[src/rtl/nvme_doorbell_sched.sv]
// nvme_doorbell_sched: captures and coalesces four doorbell pointer slots and
// issues them round-robin as single-beat writes, with completion timeout.
module nvme_doorbell_sched #(
  parameter logic [63:0] BASE_ADDR_BAR = 64'h0,
  parameter logic [31:0] DB_OFFSET     = 32'h1000,
  parameter logic [31:0] DB_STRIDE     = 32'd4,
  parameter logic [15:0] WR_TIMEOUT    = 16'd4096
) (
  input  logic        clk_in,
  input  logic        areset_n,
  input  logic [3:0]  db_valid,
  input  logic [63:0] db_value,
  output logic [3:0]  db_pending,
  output logic [3:0]  db_sent,
  input  logic        wr_ready,
  output logic        wr_req,
  output logic [63:0] wr_addr,
  output logic [31:0] wr_data,
  input  logic        wr_done,
  output logic        wr_error,
  input  logic        err_clr,
  output logic [15:0] coalesce_cnt
);

  typedef enum logic [1:0] {IDLE, ISSUE, WAIT, DONE} state_t;

  state_t      state, state_nxt;
  logic [3:0]  pending, pending_nxt;
  logic [15:0] value [4];
  logic [1:0]  last_grant;
  logic [1:0]  grant_idx;
  logic [1:0]  sel_idx;
  logic [1:0]  cand;
  logic        sel_found;
  logic [15:0] timer;
  logic        grant;
  logic        timeout;
  logic        done_ok;
  logic [2:0]  coal_inc;
  logic [16:0] coal_sum;

  assign db_pending = pending;

  // Round-robin pick: first pending slot searching upward from last_grant+1.
  always_comb begin
    sel_idx   = last_grant;
    sel_found = 1'b0;
    cand      = last_grant;
    for (int unsigned k = 1; k <= 4; k++) begin
      cand = last_grant + 2'(k);
      if (!sel_found && pending[cand]) begin
        sel_idx   = cand;
        sel_found = 1'b1;
      end
    end
  end

  // FSM next state and the single-cycle grant/timeout/completion events.
  always_comb begin
    state_nxt = state;
    grant     = 1'b0;
    timeout   = 1'b0;
    done_ok   = 1'b0;
    case (state)
      IDLE: begin
        if (sel_found && wr_ready) begin
          grant     = 1'b1;
          state_nxt = ISSUE;
        end
      end
      ISSUE: state_nxt = WAIT;
      WAIT: begin
        if (wr_done) begin
          done_ok   = 1'b1;
          state_nxt = DONE;
        end else if (timer == WR_TIMEOUT - 16'd1) begin
          timeout   = 1'b1;
          state_nxt = DONE;
        end
      end
      DONE:    state_nxt = IDLE;
      default: state_nxt = IDLE;
    endcase
  end

  // Pending bits: grant clears, timeout re-arms, any strobe sets; count
  // strobes that overwrite a still-pending value of a slot not being granted.
  always_comb begin
    pending_nxt = pending;
    coal_inc    = '0;
    if (grant)
      pending_nxt[sel_idx] = 1'b0;
    if (timeout)
      pending_nxt[grant_idx] = 1'b1;
    for (int unsigned i = 0; i < 4; i++) begin
      if (db_valid[i]) begin
        pending_nxt[i] = 1'b1;
        if (pending[i] && !(grant && sel_idx == 2'(i)))
          coal_inc = coal_inc + 3'd1;
      end
    end
    coal_sum = {1'b0, coalesce_cnt} + {14'd0, coal_inc};
  end

  // Latest pointer value per slot.
  always_ff @(posedge clk_in) begin
    for (int unsigned i = 0; i < 4; i++) begin
      if (!areset_n)
        value[i] <= '0;
      else if (db_valid[i])
        value[i] <= db_value[16*i +: 16];
    end
  end

  // State, pending, registered write-master outputs, timer and status.
  always_ff @(posedge clk_in) begin
    if (!areset_n) begin
      state        <= IDLE;
      pending      <= '0;
      last_grant   <= 2'd3;
      grant_idx    <= '0;
      timer        <= '0;
      wr_req       <= 1'b0;
      wr_addr      <= '0;
      wr_data      <= '0;
      db_sent      <= '0;
      wr_error     <= 1'b0;
      coalesce_cnt <= '0;
    end else begin
      state        <= state_nxt;
      pending      <= pending_nxt;
      coalesce_cnt <= coal_sum[16] ? '1 : coal_sum[15:0];
      wr_req       <= grant;
      db_sent      <= done_ok ? (4'b0001 << grant_idx) : 4'b0000;
      if (grant) begin
        grant_idx <= sel_idx;
        wr_addr   <= BASE_ADDR_BAR + {32'd0, DB_OFFSET}
                   + ({32'd0, DB_STRIDE} * {62'd0, sel_idx});
        wr_data   <= {16'd0, value[sel_idx]};
      end
      if (state == ISSUE)
        timer <= '0;
      else if (state == WAIT)
        timer <= timer + 16'd1;
      // A timeout in the same cycle as err_clr keeps the flag set.
      if (timeout)
        wr_error <= 1'b1;
      else if (err_clr)
        wr_error <= 1'b0;
      if (state == DONE)
        last_grant <= grant_idx;
    end
  end

endmodule

[config.mk]
export PLATFORM = sky130hd
export DESIGN_NAME = nvme_doorbell_sched
export DESIGN_NICKNAME = d
export VERILOG_FILES = /design/src/rtl/nvme_doorbell_sched.sv
export SDC_FILE = /design/constraint.sdc
export NUM_CORES = 1
export LEC_CHECK = 0
export ABC_AREA = 0
export CORE_MARGIN = 2
export CORE_UTILIZATION = 30
export DETAILED_ROUTE_END_ITERATION = 7
export SLEW_MARGIN = 20
export SYNTH_ARGS = -nofsm -noshare
export SYNTH_HDL_FRONTEND = slang
export SYNTH_SLANG_ARGS = --single-unit
export TNS_END_PERCENT = 20
[constraint.sdc]
create_clock -name clk_in -period 6.2 [get_ports clk_in]
set_input_delay 1.55 -clock clk_in [delete_from_list [all_inputs] [get_ports clk_in]]
set_output_delay 1.55 -clock clk_in [all_outputs]
set_load 0.01 [all_outputs]
* Word-level counts from Yosys, hierarchy flattened
Memories as Yosys holds them, arrays and structs flattened. A register that Yosys moved wholly into a read port is not among the register bits. Index checks and enable logic that the tools add are counted.
Word-level totals: memories 1, logic and storage cells 139, RAM bits 64, bits in registers 112
Memories:
- value | depth 4, bits a word 16, rd ports 1, clocked after memory_dff 1, wr ports 4, RTL line 29 | logic [15:0] value [4];
Cells by class: shifts and indexed selects 1, reductions and logical operators 28, add/sub/neg operators 9, equality and inequality tests 9, magnitude comparators 8, multiplexer cells 65, bitwise gates (word level) 8
Operator list (count):
- 2-to-1 mux 16 bit | 5
- 2-to-1 mux 1 bit | 38
- less-than comparator 2 x 3 -> 1 bit, second input constant | 6
- 2-to-1 mux 3 bit | 6
- adder 16 x 3 -> 17 bit | 1
- adder 16 x 1 -> 16 bit, second input constant | 1
- == test 16 x 12 -> 1 bit, second input constant | 1
- adder 13 x 4 -> 14 bit, first input constant | 1
- logical AND 1 bit | 14
- 2-to-1 mux 2 bit | 7
- adder 3 x 1 -> 3 bit, second input constant | 3
- binary-select mux 1 bit (select 2 bit) | 4
- == test 2 bit, second input constant | 4
- zero test 1 bit | 8
- 2-to-1 mux 4 bit | 2
- case mux 2 bit (4 select lines) | 1
- adder 2 bit, second input constant | 2
- AND 4 bit | 1
- demux 1 bit (select 2 bit) | 2
- == test 2 x 1 -> 1 bit, second input constant | 2
- greater-or-equal comparator 2 x 1 -> 1 bit, second input constant | 2
- zero test 2 bit | 2
- inverter 4 bit | 1
- bitwise OR 1 bit | 4
- 9 further kinds | 10

* Logic depth before layout (Yosys ltp)
Gate-level depths: netlist of the first run.
depth in word-level cells 32, depth in mapped cells 22

* Least setup slack after synthesis of the first run
OpenSTA, ideal clock, no wires.
kind input to register, start input wr_ready, end register coalesce_cnt[11], arrival 5156 ps, buffers on the path 2, cell stages on the path 20, data required time 6130 ps, slack 974 ps, cell sequence o41ai_1 inv_1 nand2_1 o311ai_4 inv_1 ha_1 nand2_1 o21a_4 inv_1 ha_1 mux2_2 ha_1 mux2i_1 fa_1 nor2b_1 o21bai_1 or3_1 clkbuf_1 clkbuf_1 a21oi_1
Between the ends: cells in the longest elaborated chain, start to end 19
Ends and longest elaborated chain:
- from (decl) | RTL line 15 | input logic wr_ready,
- logical AND 1 bit (*) | RTL line 66 | if (sel_found && wr_ready) begin
- 2-to-1 mux 1 bit (*) | RTL line 66
- 2-to-1 mux 1 bit (*) | RTL line 64 | case (state)
- logical AND 1 bit | RTL line 98 | if (pending[i] && !(grant && sel_idx == 2'(i)))
- zero test 1 bit | RTL line 98
- logical AND 1 bit | RTL line 98
- 2-to-1 mux 1 bit | RTL line 98
- 2-to-1 mux 1 bit | RTL line 96 | if (db_valid[i]) begin
- [3 not listed]
- adder 3 x 1 -> 3 bit | RTL line 99 | coal_inc = coal_inc + 3'd1;
- 2-to-1 mux 3 bit | RTL line 98
- 2-to-1 mux 3 bit | RTL line 96
- adder 3 x 1 -> 3 bit | RTL line 99
- 2-to-1 mux 3 bit | RTL line 98
- 2-to-1 mux 3 bit (*) | RTL line 96
- adder 16 x 3 -> 17 bit (*) | RTL line 102 | coal_sum = {1'b0, coalesce_cnt} + {14'd0, coal_inc};
- 2-to-1 mux 16 bit (*) | RTL line 132 | coalesce_cnt <= coal_sum[16] ? '1 : coal_sum[15:0];
- to (signal assigned) | RTL line 132
- to (decl) | RTL line 22 | output logic [15:0] coalesce_cnt
Every way passes the cells marked *; elsewhere a longest branch is shown, timed or not. A chain may end at the register's enable or synchronous reset.

* Worst setup path in the final report of the first run
start input wr_ready, end register coalesce_cnt[15]
The elaborated chain is that of the path after synthesis.

==> out/results.txt, run 1 <==
Syn avg cell area = 9.88 um^2
Register area = 3220 um^2
Max-capacitance violation count = 0
RD Place Congestion = 0.742
Mapped Cells = 645
Synth top area share = 0.302
Multi-input gate area = 2650 um^2
Setup slack, reg-to-reg = 1.09 ns
Die Ht = 150 um
Ys Warns = 0
Ys async rst share = 0
Most used DFF post-synth = dfxtp_1
Clock latency on the worst-skew pair = 0.42 ns
Final std cells w/o fill = 1038
CTS tree = done
Count of final setup violators = 0
Setup WS pre-CTS = 0.182 ns
Max-slew violation count = 0
Critical path's largest stage delay = 0.46 ns
Largest net degree at the start of global routing = 65
CTS Hold Bufs = 0
Crit-path max FO = 5
Die span in x = 150 um
RSZ-0062 raised after global routing = no
EDFF count, synth = 64
GR Util All Layers = 0.148
Die ar. = 22400 um^2
Power density over the cells = 313 nW/um^2
I/O pin total = 195
Library cells used by synthesis = 50
GR Overflow Total = 0
Final Cycle Share = 0.903
Synth top area cells = edfxtp_1 (30%), dfxtp_1 (20%), buf_4 (9.1%), and3_1 (6.5%), a21oi_1 (5.7%)
Reg clk slew, reported paths = 0.06 ns
Wire length per cell = 15.5 um
Initial DRT Pass Iterations = 4
CTS max path bufs = 2
Root buffer selected by CTS = clkbuf_16
Via Count = 4702
Post-route ant nets = 0
Cell Chain, Critical Path = clkdlybuf4s50_1 -> o41ai_1 -> inv_1 -> nand2_1 -> o311ai_4 -> inv_1 -> ha_1 -> nand2_1 -> o21a_4 -> inv_1 -> ha_1 -> mux2_2 -> ha_1 -> mux2_2 -> ha_1 -> a21o_1 -> a21oi_1 -> nor3_1 -> and3_1 -> xnor2_1 -> a21oi_1
Total power = 2540 uW
Nets = 836
Sequential area share after synthesis = 0.506
First-pass GRT wire length = 24.9 mm
Slew @ Worst Pin = 0.892 ns
Cts repair resizes = 0
Final hold violation count = 0
Port buffer count = 117
Fin crit period = 5.60 ns
Most frequent cell after synthesis = buf_4
FF+latch count, synth = 129
Initial antenna violation count = 0
Critical Path Start Type = input pin
Final Worst Setup Slack = 0.599 ns
Worst Setup End Kind = flip-flop
Clock Sinks = 129
Outcome = complete, no violations
Drt total wl = 16.1 mm
Post-Syn Area = 6370 um^2
Crit path DAT = 5.87 ns
Synth-to-layout area growth = 26.9%
Post-CTS Setup Bufs = 0
Cell Rows = 53
CTS buffer count = 17
Antenna Cells = 0
Cell mode on critical path = ha_1
Area leader, netlist = edfxtp_1
VDD IR max = 0.000142 V
Leakage power = 0.00327 uW
DR iter-0 viols = 301
Vias per Instance = 4.53
Worst clock skew = 0.00720 ns
Post-placement cell count = 1006
Hold slack final = 0.452 ns
Critical path's slowest cell = clkdlybuf4s50_1
Filler cell count = 2125
Hold Path Class = reg -> reg
H-Tree Depth = 4
Relative slew slack = 0.406
Total negative slack = 0 ns
Core area = 21000 um^2
Vias in the first global route = 4438
Initial Util = 0.304
Max frequency = 179 MHz
CP required = 6.46 ns
Synth cell count leaders = buf_4 (77), nand2_1 (74), a21oi_1 (72), and3_1 (66), dfxtp_1 (65)
Crit Path Class = in -> reg
Layout cells sized above 1 = 0.0616
DRC Markers = 0
Hpwl dp = 11.5 mm
==> final cells by class <==
class / count / area share
Sequential cell: 129 / 0.399
Multi-Input combinational cell: 461 / 0.327
Clock inverter: 8 / 0.00944
Timing Repair Buffer: 127 / 0.153
Clock buffer: 24 / 0.0622
Tap cell: 275 / 0.0425
Inverter: 14 / 0.00650
==> routing by layer <==
metal  wire (um)  part of all wire  vias to the layer above  GRT usage
li1            -                 -                     2319          -
met5           0                 0                        -          0
met3         808             0.050                       22     0.0360
met4         340             0.021                        0     0.0580
met1        7460              0.46                     2237      0.202
met2        7490              0.47                      124      0.225
==> registers in the layout (all words and copies together), names as in the netlist <==
signal	flops
wr_data	16
timer	16
wr_error	1
grant_idx	1
wr_addr	2
wr_req	1
db_pending	4
db_sent	4
last_grant	2
coalesce_cnt	16
state	2
value	64
==> worst paths after layout <==
path / startpoint / end / depth (start not counted)
setup / recovery: wr_ready / coalesce_cnt[15]$_SDFF_PN0_ / 21
hold / removal: wr_data[11]$_SDFFE_PN0P_ / wr_data[11]$_SDFFE_PN0P_ / 2
setup reg to reg: last_grant[1]$_SDFFE_PN1N_ / coalesce_cnt[15]$_SDFF_PN0_ / 20
hold reg to reg: wr_data[11]$_SDFFE_PN0P_ / wr_data[11]$_SDFFE_PN0P_ / 2
==> placed cells by master (no fill, tap or decap), types with 4 or more instances in the layout <==
| cell type | netlist | final |
|---|---|---|
| clkdlybuf4s50_1 | 0 | 116 |
| conb_1 | 1 | 77 |
| nand2_1 | 74 | 74 |
| a21oi_1 | 72 | 72 |
| and3_1 | 66 | 66 |
| dfxtp_1 | 65 | 65 |
| edfxtp_1 | 64 | 64 |
| nor2_1 | 31 | 31 |
| clkbuf_16 | 0 | 18 |
| xor2_1 | 17 | 17 |
| a221o_1 | 16 | 16 |
| nand3_1 | 14 | 14 |
| inv_1 | 13 | 13 |
| xnor2_1 | 12 | 12 |
| ha_1 | 12 | 12 |
| nand2b_1 | 10 | 10 |
| buf_4 | 77 | 10 |
| nand4_1 | 5 | 5 |
| or3_1 | 4 | 4 |
| nor3_1 | 5 | 4 |
| o31a_1 | 4 | 4 |
| o21ai_0 | 4 | 4 |
==> stage by stage <==
step                 util  instance area (um^2)
global route        0.386                  8090
global placement    0.358                  7510
CTS                 0.386                  8090
finish              0.386                  8090
floorplan               -                  6660
detailed placement  0.358                  7510
==> power by group <==
group,switching (uW),internal [uW]
Sequential,52.6,979
Clock,365,607
Combinational,311,221
Total,729,1810
==> cell families after synthesis <==
family / count (synthesis) / synth area share
AO/OA/AOI/OAI: 111 / 0.112
XOR/XNOR: 30 / 0.0434
adder cells (fa/ha/maj): 13 / 0.0267
buffers and inverters: 131 / 0.124
flip-flops: 129 / 0.506
multiplexers: 5 / 0.00824
other: 1 / 0.000588
AND/OR/NAND/NOR: 225 / 0.179
==> critical path, delay by kind of cell <==
kind,cells,cell delay [ns]
xor+xnor,1,0.16
fa+ha+maj,4,1.14
simple gates,4,0.57
buf+inv,4,0.67
mux,2,0.56
compound gates,6,1.22
Power figures use the tool's default switching activity.
==> inputs of run 2 (changes only) <==
--- a/config.mk
+++ b/config.mk
@@ -6,10 +6,8 @@
 export NUM_CORES = 1
 export LEC_CHECK = 0
 export ABC_AREA = 0
-export CORE_MARGIN = 2
 export CORE_UTILIZATION = 30
 export DETAILED_ROUTE_END_ITERATION = 7
-export SLEW_MARGIN = 20
 export SYNTH_ARGS = -nofsm -noshare
 export SYNTH_HDL_FRONTEND = slang
 export SYNTH_SLANG_ARGS = --single-unit
==> out/results.txt, run 2 (synthesis results as in run 1) <==
Crit Path Class = in -> reg
Total power = 2690 uW
Drt total wl = 16.2 mm
Critical Path Start Type = input pin
CTS max path bufs = 2
RD Place Congestion = 0.801
I/O pin total = 195
Die Ht = 148 um
Leakage power = 0.00330 uW
Via Count = 4685
Final hold violation count = 0
Layout cells sized above 1 = 0.0617
Max FFs per register = 64
Worst clock skew = 0.00757 ns
Post-route ant nets = 0
Die ar. = 21800 um^2
Crit-path max FO = 5
Nets = 835
CTS tree = done
Vias per Instance = 4.54
GR Util All Layers = 0.151
Power density over the cells = 330 nW/um^2
Port buffer count = 117
Die span in x = 148 um
Relative slew slack = 0.404
Antenna Cells = 0
Worst Setup End Kind = flip-flop
Core area = 20600 um^2
Post-CTS Setup Bufs = 0
Wire length per cell = 15.7 um
Biggest register = value
Clock latency on the worst-skew pair = 0.41 ns
Reg2reg start = db_pending[2]$_SDFF_PN0_
Most common cell after layout, fill and taps aside = clkdlybuf4s50_1
Reg clk slew, reported paths = 0.06 ns
Max-capacitance violation count = 0
Slew @ Worst Pin = 0.894 ns
DR iter-0 viols = 229
Count of final setup violators = 0
VDD IR max = 0.000152 V
Initial antenna violation count = 0
CTS buffer count = 17
Fin crit period = 5.58 ns
Crit. Startpoint = wr_ready
Clock Sinks = 129
Crit path DAT = 5.85 ns
Outcome = complete, no violations
Worst hold path startpoint = wr_data[15]$_SDFFE_PN0P_
H-Tree Depth = 4
CP required = 6.47 ns
Most frequent cells in the layout = clkdlybuf4s50_1 (116), conb_1 (77), nand2_1 (74)
Hpwl dp = 11.6 mm
DRC Markers = 0
Root buffer selected by CTS = clkbuf_16
Max-slew violation count = 0
Vias in the first global route = 4403
Final Core Density = 0.397
Initial Util = 0.310
Final Worst Setup Slack = 0.623 ns
Total negative slack = 0 ns
Setup WS pre-CTS = 0.211 ns
Largest net degree at the start of global routing = 50
Cts repair resizes = 0
Synth-to-layout area growth = 28.0%
Hold Path Class = reg -> reg
Final Cycle Share = 0.899
Max frequency = 179 MHz
GR Overflow Total = 0
RSZ-0062 raised after global routing = no
First-pass GRT wire length = 24.5 mm
CTS Hold Bufs = 0
Cell Rows = 52
Initial DRT Pass Iterations = 4
## run 2: cell types whose count changed in the layout (fill, tap and decap cells not counted), sizes merged
cell,change
buf,-1
bufinv,+5
clkbuf,-6
clkinv,+2
clkinvlp,-1
## run 2: where the power goes
group / internal [uW] / leakage (uW) / switching [uW] / total [uW]
registers: 979 / 0.00122 / 54.2 / 1030
clock network: 754 / 0.000320 / 375 / 1130
logic: 218 / 0.00176 / 309 / 527
## run 2: cell type report
cell class,instances,area [um^2]
clock buffer,18,429
clock inverter,14,235
fill,2067,12400
inverter,14,52.6
multi-input combinational,461,2650
sequential,129,3220
tap,270,338
timing repair buffer,126,1230
## run 2: path summary, 6_finish.rpt
check | cells past startpoint | end | slack [ns]
setup / recovery | 21 | coalesce_cnt[15]$_SDFF_PN0_ | 0.62
hold / removal | 2 | wr_data[15]$_SDFFE_PN0P_ | 0.45
setup reg to reg | 20 | coalesce_cnt[15]$_SDFF_PN0_ | 1.07
hold reg to reg | 2 | wr_data[15]$_SDFFE_PN0P_ | 0.45
## run 2: routing by layer
| layer | track usage | wire (um) | share of wire | up-vias |
|---|---|---|---|---|
| li1 | - | - | - | 2318 |
| met1 | 0.201 | 7440 | 0.46 | 2222 |
| met2 | 0.234 | 7660 | 0.47 | 126 |
| met3 | 0.0349 | 803 | 0.050 | 19 |
| met4 | 0.0686 | 273 | 0.017 | 0 |
| met5 | 0 | 0 | 0 | - |
## run 2: critical path, cell delays in order
cell and delay (ns):
clkdlybuf4s50_1 0.45, o41ai_1 0.09, inv_1 0.09, nand2_1 0.14, o311ai_4 0.31, inv_1 0.07
ha_1 0.29, nand2_1 0.08, o21a_4 0.14, inv_1 0.05, ha_1 0.26, mux2_2 0.29
ha_1 0.31, mux2_2 0.28, ha_1 0.27, a21o_1 0.18, a21oi_1 0.40, nor3_1 0.14
and3_1 0.22, xnor2_1 0.14, a21oi_1 0.08
## run 2: metrics by stage
| stage | cells | hold slack, ns | area, um^2 |
|---|---|---|---|
| after detailed placement | 1000 | 0.448 | 7490 |
| after floorplan | 721 | 0.472 | 6660 |
| after global routing | 1032 | 0.475 | 8160 |
| after CTS | 1032 | 0.456 | 8160 |
| final | 1032 | 0.454 | 8160 |
| after global placement | 1000 | 0.444 | 7490 |
==> inputs of run 3 (changes only) <==
--- a/config.mk
+++ b/config.mk
@@ -8,6 +8,7 @@
 export ABC_AREA = 0
 export CORE_UTILIZATION = 30
 export DETAILED_ROUTE_END_ITERATION = 7
+export SKIP_LAST_GASP = 1
 export SYNTH_ARGS = -nofsm -noshare
 export SYNTH_HDL_FRONTEND = slang
 export SYNTH_SLANG_ARGS = --single-unit
==> results of run 3 <==
No change in the layout: final DEF, timing and power equal those of run 2.
